--- src/rtl/obu_parser_pkg.sv ---
// Shared types and constants for the OBU parsing pipeline.
// Latency: none, declarations only.
// Backpressure: not applicable.
package obu_parser_pkg;

   localparam int PARSER_DATA_WIDTH = 32;

   typedef enum logic [3:0] {
      OBU_SEQUENCE_HEADER    = 4'd1,
      OBU_TEMPORAL_DELIMITER = 4'd2,
      OBU_FRAME_HEADER       = 4'd3,
      OBU_TILE_GROUP         = 4'd4,
      OBU_METADATA           = 4'd5,
      OBU_FRAME              = 4'd6,
      OBU_PADDING            = 4'd15
   } obu_type_e;

   typedef enum logic [2:0] {
      S_IDLE     = 3'd0,
      S_HDR_WAIT = 3'd1,
      S_DISPATCH = 3'd2,
      S_PAYLOAD  = 3'd3,
      S_SKIP     = 3'd4,
      S_DONE     = 3'd5
   } ctrl_state_e;

   localparam int SINK_IDX_W = 2;

   localparam logic [SINK_IDX_W-1:0] SINK_SEQ_HDR     = 2'd0;
   localparam logic [SINK_IDX_W-1:0] SINK_FRAME_HDR   = 2'd1;
   localparam logic [SINK_IDX_W-1:0] SINK_FRAME       = 2'd2;
   localparam logic [SINK_IDX_W-1:0] SINK_TILE_GROUP  = 2'd3;

endpackage

--- src/rtl/obu_type_router.sv ---
// Maps an obu_type to the payload sink that consumes it, or flags it as skipped.
// Latency: purely combinational.
// Backpressure: none, no handshake.
module obu_type_router
   import obu_parser_pkg::*;
(
   input  logic [3:0]            obu_type_i,
   output logic                  route_vld_o,
   output logic [SINK_IDX_W-1:0] sink_idx_o
);

   // Only four types have a dedicated sink; everything else is drained.
   always_comb begin
      route_vld_o = 1'b0;
      sink_idx_o  = SINK_SEQ_HDR;
      case (obu_type_i)
         OBU_SEQUENCE_HEADER: begin route_vld_o = 1'b1; sink_idx_o = SINK_SEQ_HDR;    end
         OBU_FRAME_HEADER:    begin route_vld_o = 1'b1; sink_idx_o = SINK_FRAME_HDR;  end
         OBU_FRAME:           begin route_vld_o = 1'b1; sink_idx_o = SINK_FRAME;      end
         OBU_TILE_GROUP:      begin route_vld_o = 1'b1; sink_idx_o = SINK_TILE_GROUP; end
         default:             begin route_vld_o = 1'b0; sink_idx_o = SINK_SEQ_HDR;    end
      endcase
   end

endmodule

--- src/rtl/obu_stream_ctrl.sv ---
// Sequences one OBU at a time: header parse, payload dispatch or skip, completion count.
// Latency: hdr_done to obu_done is 2 cycles for an empty payload, otherwise payload-driven.
// Backpressure: owns the only FIFO pop; the skip engine stalls while avail is low.
module obu_stream_ctrl
   import obu_parser_pkg::*;
#(
   parameter int DATA_WIDTH = PARSER_DATA_WIDTH,
   parameter int SIZE_WIDTH = 56,
   parameter int NUM_SINKS  = 4,
   parameter int CNT_WIDTH  = 16
) (
   input  logic                  clk,
   input  logic                  rst_n,
   input  logic                  enable,
   input  logic                  avail,
   output logic                  stream_pop,
   output logic                  hdr_start,
   input  logic                  hdr_pop,
   input  logic                  hdr_done,
   input  logic [3:0]            hdr_obu_type,
   input  logic [SIZE_WIDTH-1:0] hdr_obu_size,
   output logic [NUM_SINKS-1:0]  sink_start,
   input  logic [NUM_SINKS-1:0]  sink_pop,
   input  logic [NUM_SINKS-1:0]  sink_done,
   output logic [3:0]            obu_type,
   output logic                  busy,
   output logic                  obu_done,
   output logic [CNT_WIDTH-1:0]  obu_count,
   output logic                  err_overrun
);

   localparam int BYTES_PER_WORD = DATA_WIDTH / 8;
   localparam int WORD_SHIFT     = $clog2(BYTES_PER_WORD);
   localparam int REM_W          = SIZE_WIDTH - 1;

   ctrl_state_e            state_q, state_d;
   logic [REM_W-1:0]       words_rem_q, words_rem_d;
   logic [3:0]             obu_type_q, obu_type_d;
   logic [CNT_WIDTH-1:0]   obu_count_q, obu_count_d;
   logic                   err_q, err_d;

   logic                   route_vld;
   logic [SINK_IDX_W-1:0]  route_idx;
   logic [SIZE_WIDTH:0]    size_round;
   logic [REM_W-1:0]       words_load;
   logic [REM_W-1:0]       rem_dec;

   // The route follows the latched type, so it is stable for the whole OBU.
   obu_type_router u_router (
      .obu_type_i  (obu_type_q),
      .route_vld_o (route_vld),
      .sink_idx_o  (route_idx)
   );

   // Payload bytes rounded up to whole stream words; the extra bit absorbs the carry.
   assign size_round = {1'b0, hdr_obu_size} + (SIZE_WIDTH+1)'(BYTES_PER_WORD - 1);
   assign words_load = REM_W'(size_round >> WORD_SHIFT);
   assign rem_dec    = (words_rem_q == '0) ? '0 : words_rem_q - REM_W'(1);

   // Next-state, pop mux and per-OBU word accounting.
   always_comb begin
      state_d     = state_q;
      words_rem_d = words_rem_q;
      obu_type_d  = obu_type_q;
      obu_count_d = obu_count_q;
      err_d       = err_q;
      stream_pop  = 1'b0;
      hdr_start   = 1'b0;
      sink_start  = '0;
      obu_done    = 1'b0;
      case (state_q)
         S_IDLE: begin
            if (enable && avail) begin
               hdr_start = 1'b1;
               state_d   = S_HDR_WAIT;
            end
         end
         S_HDR_WAIT: begin
            stream_pop = hdr_pop;
            if (hdr_done) begin
               obu_type_d  = hdr_obu_type;
               words_rem_d = words_load;
               state_d     = S_DISPATCH;
            end
         end
         S_DISPATCH: begin
            if (words_rem_q == '0) begin
               state_d = S_DONE;
            end else if (route_vld) begin
               sink_start[route_idx] = 1'b1;
               state_d               = S_PAYLOAD;
            end else begin
               state_d = S_SKIP;
            end
         end
         S_PAYLOAD: begin
            stream_pop = sink_pop[route_idx];
            if (stream_pop) begin
               words_rem_d = rem_dec;
               if (words_rem_q == '0) begin
                  err_d = 1'b1;
               end
            end
            // Same-cycle pop is already folded into words_rem_d.
            if (sink_done[route_idx]) begin
               state_d = (words_rem_d == '0) ? S_DONE : S_SKIP;
            end
         end
         S_SKIP: begin
            stream_pop = avail;
            if (avail) begin
               words_rem_d = rem_dec;
               if (words_rem_q == REM_W'(1)) begin
                  state_d = S_DONE;
               end
            end
         end
         S_DONE: begin
            obu_done    = 1'b1;
            obu_count_d = obu_count_q + CNT_WIDTH'(1);
            state_d     = S_IDLE;
         end
         default: begin
            state_d = S_IDLE;
         end
      endcase
   end

   // State and accounting registers; reset abandons any OBU in progress.
   always_ff @(posedge clk) begin
      if (!rst_n) begin
         state_q     <= S_IDLE;
         words_rem_q <= '0;
         obu_type_q  <= '0;
         obu_count_q <= '0;
         err_q       <= 1'b0;
      end else begin
         state_q     <= state_d;
         words_rem_q <= words_rem_d;
         obu_type_q  <= obu_type_d;
         obu_count_q <= obu_count_d;
         err_q       <= err_d;
      end
   end

   assign busy        = (state_q != S_IDLE);
   assign obu_type    = obu_type_q;
   assign obu_count   = obu_count_q;
   assign err_overrun = err_q;

endmodule

--- config.mk ---
export PLATFORM = sky130hd
export DESIGN_NAME = obu_stream_ctrl
export DESIGN_NICKNAME = d
export VERILOG_FILES = /design/src/rtl/obu_parser_pkg.sv /design/src/rtl/obu_type_router.sv /design/src/rtl/obu_stream_ctrl.sv
export SDC_FILE = /design/constraint.sdc
export NUM_CORES = 1
export LEC_CHECK = 0
export ABC_AREA = 0
export ABC_CLOCK_PERIOD_IN_PS = 7060
export CAP_MARGIN = 20
export CORE_MARGIN = 3
export CORE_UTILIZATION = 40
export CTS_CLUSTER_SIZE = 25
export DETAILED_ROUTE_END_ITERATION = 10
export PLACE_DENSITY = 0.65
export SLEW_MARGIN = 20
export SYNTH_ARGS = -nofsm -noshare
export SYNTH_HDL_FRONTEND = slang
export SYNTH_HIERARCHICAL = 1
export SYNTH_SLANG_ARGS = --single-unit
--- constraint.sdc ---
create_clock -name clk -period 7.06 [get_ports clk]
set_input_delay 1.412 -clock clk [delete_from_list [all_inputs] [get_ports clk]]
set_output_delay 1.412 -clock clk [all_outputs]
set_load 0.01 [all_outputs]
---- After elaboration in Yosys (flattened, before gate mapping) ----
Index checks and enable logic that the tools add are counted.
storage, ports and cells
  flip-flop bits (word level) ............. 79
  input bits .............................. 74
  logic and storage cells ................. 67
cells by class
  add/subtract/negate cells ............... 3
  $lt $le $gt $ge ......................... 2
  equal/unequal tests ..................... 15
  mux-type cells .......................... 30
  reduce and logical (&&, ||, !) cells .... 12
operators by type and width
  operator                                                                 number
  55-bit 2-to-1 mux                                                        5
  55-bit one-hot mux with 3 select lines                                   1
  55-bit zero test                                                         2
  56-bit by 2-bit adder with 57-bit output (second input constant)         1
  55-bit by 1-bit equality test with 1-bit output (second input constant)  1
  55-bit by 1-bit subtractor with 55-bit output (second input constant)    1
  3-bit 2-to-1 mux                                                         7
  16-bit by 1-bit adder with 16-bit output (second input constant)         1
  3-bit one-hot mux with 5 select lines                                    1
  4-bit 2-to-1 mux                                                         3
  2-bit != test (second input constant)                                    5
  4-bit by 3-bit equality test with 1-bit output (second input constant)   2
  1-bit 2-to-1 mux                                                         8
  3-bit by 2-bit equality test with 1-bit output (second input constant)   2
  3-bit equality test (second input constant)                              2
  2-bit one-hot mux with 3 select lines                                    1
  3-bit AND reduction                                                      2
  3-bit nonzero test                                                       2
  5-bit AND reduction                                                      1
  1-bit binary-select mux with 2-bit select                                2
  4-bit by 1-bit equality test with 1-bit output (second input constant)   1
  4-bit by 2-bit equality test with 1-bit output (second input constant)   1
  4-bit OR reduction                                                       1
  3-bit by 1-bit equality test with 1-bit output (second input constant)   1
  other kinds (7)                                                          8

---- Depth between registers and ports, before layout ----
  depth in word-level cells ............... 10
  mapped depth ............................ 12

---- By module ----
Netlist, hierarchy kept.
modules (own cells, without submodules)
  module           instances  cells each  area an instance (µm²)  seq. area each (µm²)
  obu_stream_ctrl  1          1035        7308.3                  1581.5
  obu_type_router  1          6           41.3                    0.0

---- Worst setup path after synthesis ----
No wires, ideal clock.
  kind .................................... input-to-output
  from .................................... input sink_pop[1]
  to ...................................... output stream_pop
  data arrival time ....................... 2659 ps
  required time ........................... 5648 ps
  slack ................................... 2989 ps
  stages on the path ...................... 5
  cell sequence ........................... mux4_2 clkbuf_1 clkbuf_1 mux2i_1 o21ai_0
between the ends
  cells in the longest elaborated chain, start to end .. 3
ends and longest elaborated chain
  element                                    RTL line               RTL
  from (decl)                                obu_stream_ctrl.sv:23  input logic [NUM_SINKS-1:0] sink_pop,
  1-bit binary-select mux with 2-bit select  obu_stream_ctrl.sv:97  stream_pop = sink_pop[route_idx];
  1-bit 2-to-1 mux (implied by the code)     obu_stream_ctrl.sv:97
  1-bit one-hot mux with 3 select lines      obu_stream_ctrl.sv:71  case (state_q)
  to (decl)                                  obu_stream_ctrl.sv:16  output logic stream_pop,
No other way between the ends. The select of a mux whose other input is x is not followed.

---- Worst setup path in the final report ----
  from .................................... register words_rem_q[28]
  to ...................................... output sink_start[0]
between the ends
  cells in the longest elaborated chain, start to end .. 3
ends and longest elaborated chain
  element                 RTL line                RTL
  from (decl)             obu_stream_ctrl.sv:37   logic [REM_W-1:0] words_rem_q, words_rem_d;
  from (signal assigned)  obu_stream_ctrl.sv:139  words_rem_q <= words_rem_d;
  55-bit zero test        obu_stream_ctrl.sv:87   if (words_rem_q == '0) begin
  4-bit 2-to-1 mux        obu_stream_ctrl.sv:87
  4-bit 2-to-1 mux        obu_stream_ctrl.sv:71
  to (decl)               obu_stream_ctrl.sv:22   output logic [NUM_SINKS-1:0] sink_start,
No other way between the ends.

==> impl_metrics.yaml <==
clock_tree:
  clk-insertion-delay-late_ps: 360
  numClockSinks: 79
  ctsHoldBuffers: 0
  clock_path_buffers: 2
  postCtsSetupRepairBufs: 0
  cts_resized: 0
  clk_pin_slew_ps: 70
  htree_num_levels: 3
  cts_buffers: 9
  cts_tree: "built"
  clk_root_buffer_cell: "clkbuf_16"
place:
  dpl_cell_area_sq_mm: 0.00839
  post-place-ws_ps: 2070
  dp_hpwl_mm: 20.7
  place.gp.congestion: 0.984
  io_buffer_count: 102
run:
  drv_cap: 0
global_route:
  grt_pass1_wl_mm: 44.9
  grt_pass1_vias: 7812
  antenna_found_initial: 0
  gr-total-overflow: 0
  grt_util_all_layers_pct: 28.3
  grt_max_degree: 78
timing:
  finalCriticalPeriod_ps: 5490
  finalCritPeriodShare_pct: 77.8
  slew_viol_final: 0
  worstMarginPinSlew_ps: 1140
  slew_headroom_pct: 24.2
  fin_setup_tns_ps: 0
  hold_viol: 0
  finClkSkew_ps: 7.10
  finalWorstSetupSlack_ps: 1570
  worst_hold_slack_ps: 485
  fmax_mhz: 182
  rsz0062_at_grt: "no"
  timing.final.setup_violations: 0
floorplanning:
  die_x_microns: 142
  rows: 48
  start_util_pct: 41.6
  core_sq_mm: 0.0177
  io_pins: 103
  die_h_microns: 142
  fp.dieArea_sq_mm: 0.0200
power_and_ir_drop:
  power.internal_w: 0.00123
  p_sw_share_pct: 49.8
  irDropWorstVdd_mv: 0.149
  power_leakage_nw: 2.93
  p_per_area_mw_per_mm2: 281
  seq_power_share_pct: 23.8
  switchingPower_w: 0.00122
  total_power_w: 0.00244
  combinationalPowerShare_pct: 55.5
  pwr-share-clk_pct: 20.7
min_path:
  worstHoldEndpoint: "err_overrun"
  hp-class: "register to register"
  hp-start: "err_overrun"
  min_path_cells: 2
drt:
  wire_per_inst_microns: 22.1
  drtAntennaViolNets: 0
  totalWireLength_mm: 28.9
  via_per_inst: 6.53
  drc_errors: 0
  drt_first_iter_violations: 1047
  first_pass_iters: 5
  vias: 8557
synthesis:
  synth_cell_types: 75
  yosysWarnings: 6
  syn-num-nets: 1119
  synth_area_sq_mm: 0.00735
  netlist.top_cell.by_area: "dfxtp_1"
  synth_ff_type: "dfxtp_1"
  avgSynthCellArea_sq_um: 7.06
  synthTopCellsByArea: "dfxtp_1 (22%), o21ai_0 (6.7%), xnor2_1 (5.2%)"
  syn_inst: 1041
  synth_edf_count: 0
  synth-seq-cells: 79
  synth_top_cell_area_share_pct: 21.5
  ys_seq_area_share_pct: 21.5
  async_flop_share_pct: 0
cells_and_area:
  multi_input_area_sq_mm: 0.00537
  seqCellArea_sq_mm: 0.00158
  fin_area_sq_mm: 0.00870
  fillCellCount: 1812
  fin_nets: 1158
  syn_to_final_growth_pct: 18.3
  diodes: 0
  drive_above_1_share_pct: 5.90
setup_path:
  cp.arrival_ps: 4080
  rr_endpoint: "state_q[0]"
  crit_required_ps: 5650
  endpoint_kind: "primary output"
  rr_worst_depth: 8
  crit_type: "register to primary output"
  crit_path_start_kind: "register"
  critPathMaxFanout: 11
  r2r_slack_ps: 2560
  r2r-start: "words_rem_q[4]"
run_status:
  status: "finished clean"
-- sequential cells by signal, indices dropped and copies added, names as in the netlist --
| name | cells |
|---|---|
| obu_type | 4 |
| state_q | 3 |
| obu_count | 16 |
| words_rem_q | 55 |
| err_overrun | 1 |
-- kinds of logic (layout without fill, tap and decap cells) --
logic type / after synthesis / after routing / synth area share (%)
flops: 79 / 79 / 21.5
mux: 12 / 12 / 2.01
xor+xnor: 83 / 83 / 9.89
compound gates: 309 / 309 / 27.0
fa+ha+maj: 4 / 4 / 0.681
buf+inv: 99 / 143 / 5.77
simple gates: 455 / 455 / 33.1
-- critical path: stages, from the launching register on --
cell and delay (ps):
dfxtp_1 380, or4_1 790, or3_1 540, nor4_4 680
nand2_1 370, nand2_1 160, nor2_1 100, nor4b_1 170
clkdlybuf4s50_1 530
-- cells in the mapped netlist (6+ instances only) --
cell,n
inv_1,13
o41ai_1,7
a31oi_1,8
nand3b_1,6
o21ai_0,99
or4_1,19
a221oi_1,7
and3_1,13
dfxtp_1,79
clkbuf_1,68
o22ai_1,13
o31ai_1,9
nor4_1,27
and4_1,9
o21a_1,6
nand2_1,89
a22oi_1,18
a211oi_1,6
nor4b_1,7
xnor2_1,44
o32ai_1,8
xor2_1,39
nand4_1,34
nor3_1,41
or3_1,30
nand2b_1,8
nand3_1,31
mux2i_1,8
nor2_1,101
a21oi_1,76
or2_2,10
buf_2,12
-- power groups by stage --
| stage | logic [W] | clock network [W] | registers, W |
|---|---|---|---|
| finish | 0.00136 | 0.000506 | 0.000581 |
| global route | 0.00145 | 0.000528 | 0.000588 |
| CTS | 0.00130 | 0.000508 | 0.000575 |
| detailed placement | 0.00130 | 0 | 0.000585 |
| global placement | 0.00130 | 0 | 0.000584 |
| floorplan | 0.000958 | 0 | 0.000532 |
-- layout by cell type (no fill, tap or decap), types with 5 or more instances in the layout --
master / instances
mux2i_1: 8
o41ai_1: 7
dfxtp_1: 79
o31ai_1: 9
nand4_1: 34
xor2_1: 39
nor3_1: 41
a221oi_1: 7
a21oi_1: 76
clkbuf_16: 9
o21a_1: 6
inv_1: 13
nor2_1: 100
or3_1: 30
buf_4: 12
o32ai_1: 8
a31oi_1: 8
nand3b_1: 6
and2_1: 5
nand3_1: 31
nor4b_1: 7
a211oi_1: 6
a22oi_1: 18
xnor2_1: 44
nand2_1: 89
a21o_1: 5
nand2b_1: 8
and4_1: 9
or2_2: 10
nor4_1: 26
nor2b_1: 5
or4_1: 19
o22ai_1: 13
o21ai_0: 98
and3_1: 13
clkdlybuf4s50_1: 102
-- per-stage QoR --
| stage | utilization, % | std cells |
|---|---|---|
| detailed placement | 47.5 | 1294 |
| CTS | 49.2 | 1310 |
| finish | 49.2 | 1310 |
| global placement | 47.5 | 1294 |
| floorplan | - | 1041 |
| global route | 49.2 | 1310 |
-- layer usage --
layer  track usage, %  part of all wire, %  up-vias
li1                 -                    -     3991
met1             40.1                   45     4009
met2             40.9                   42      492
met3             8.09                   11       65
met4             9.85                  2.7        0
met5                0                    0        -
-- final cells by class --
class	instances	area share (%)
Multi-Input combinational cell	863	61.7
Sequential cell	79	18.2
Timing Repair Buffer	114	12.8
Tap cell	225	3.24
Clock buffer	9	2.59
Clock inverter	7	0.906
Inverter	13	0.561
-- worst max path at each step --
stage	start	end	slack [ps]
floorplan	sink_pop[1]	stream_pop	2990
global placement	words_rem_q[28]	sink_start[2]	2150
detailed placement	words_rem_q[28]	sink_start[0]	2070
CTS	words_rem_q[28]	sink_start[0]	1670
global route	words_rem_q[28]	sink_start[3]	1460
finish	words_rem_q[28]	sink_start[0]	1570
No activity file was read; power rests on OpenSTA's default activity.
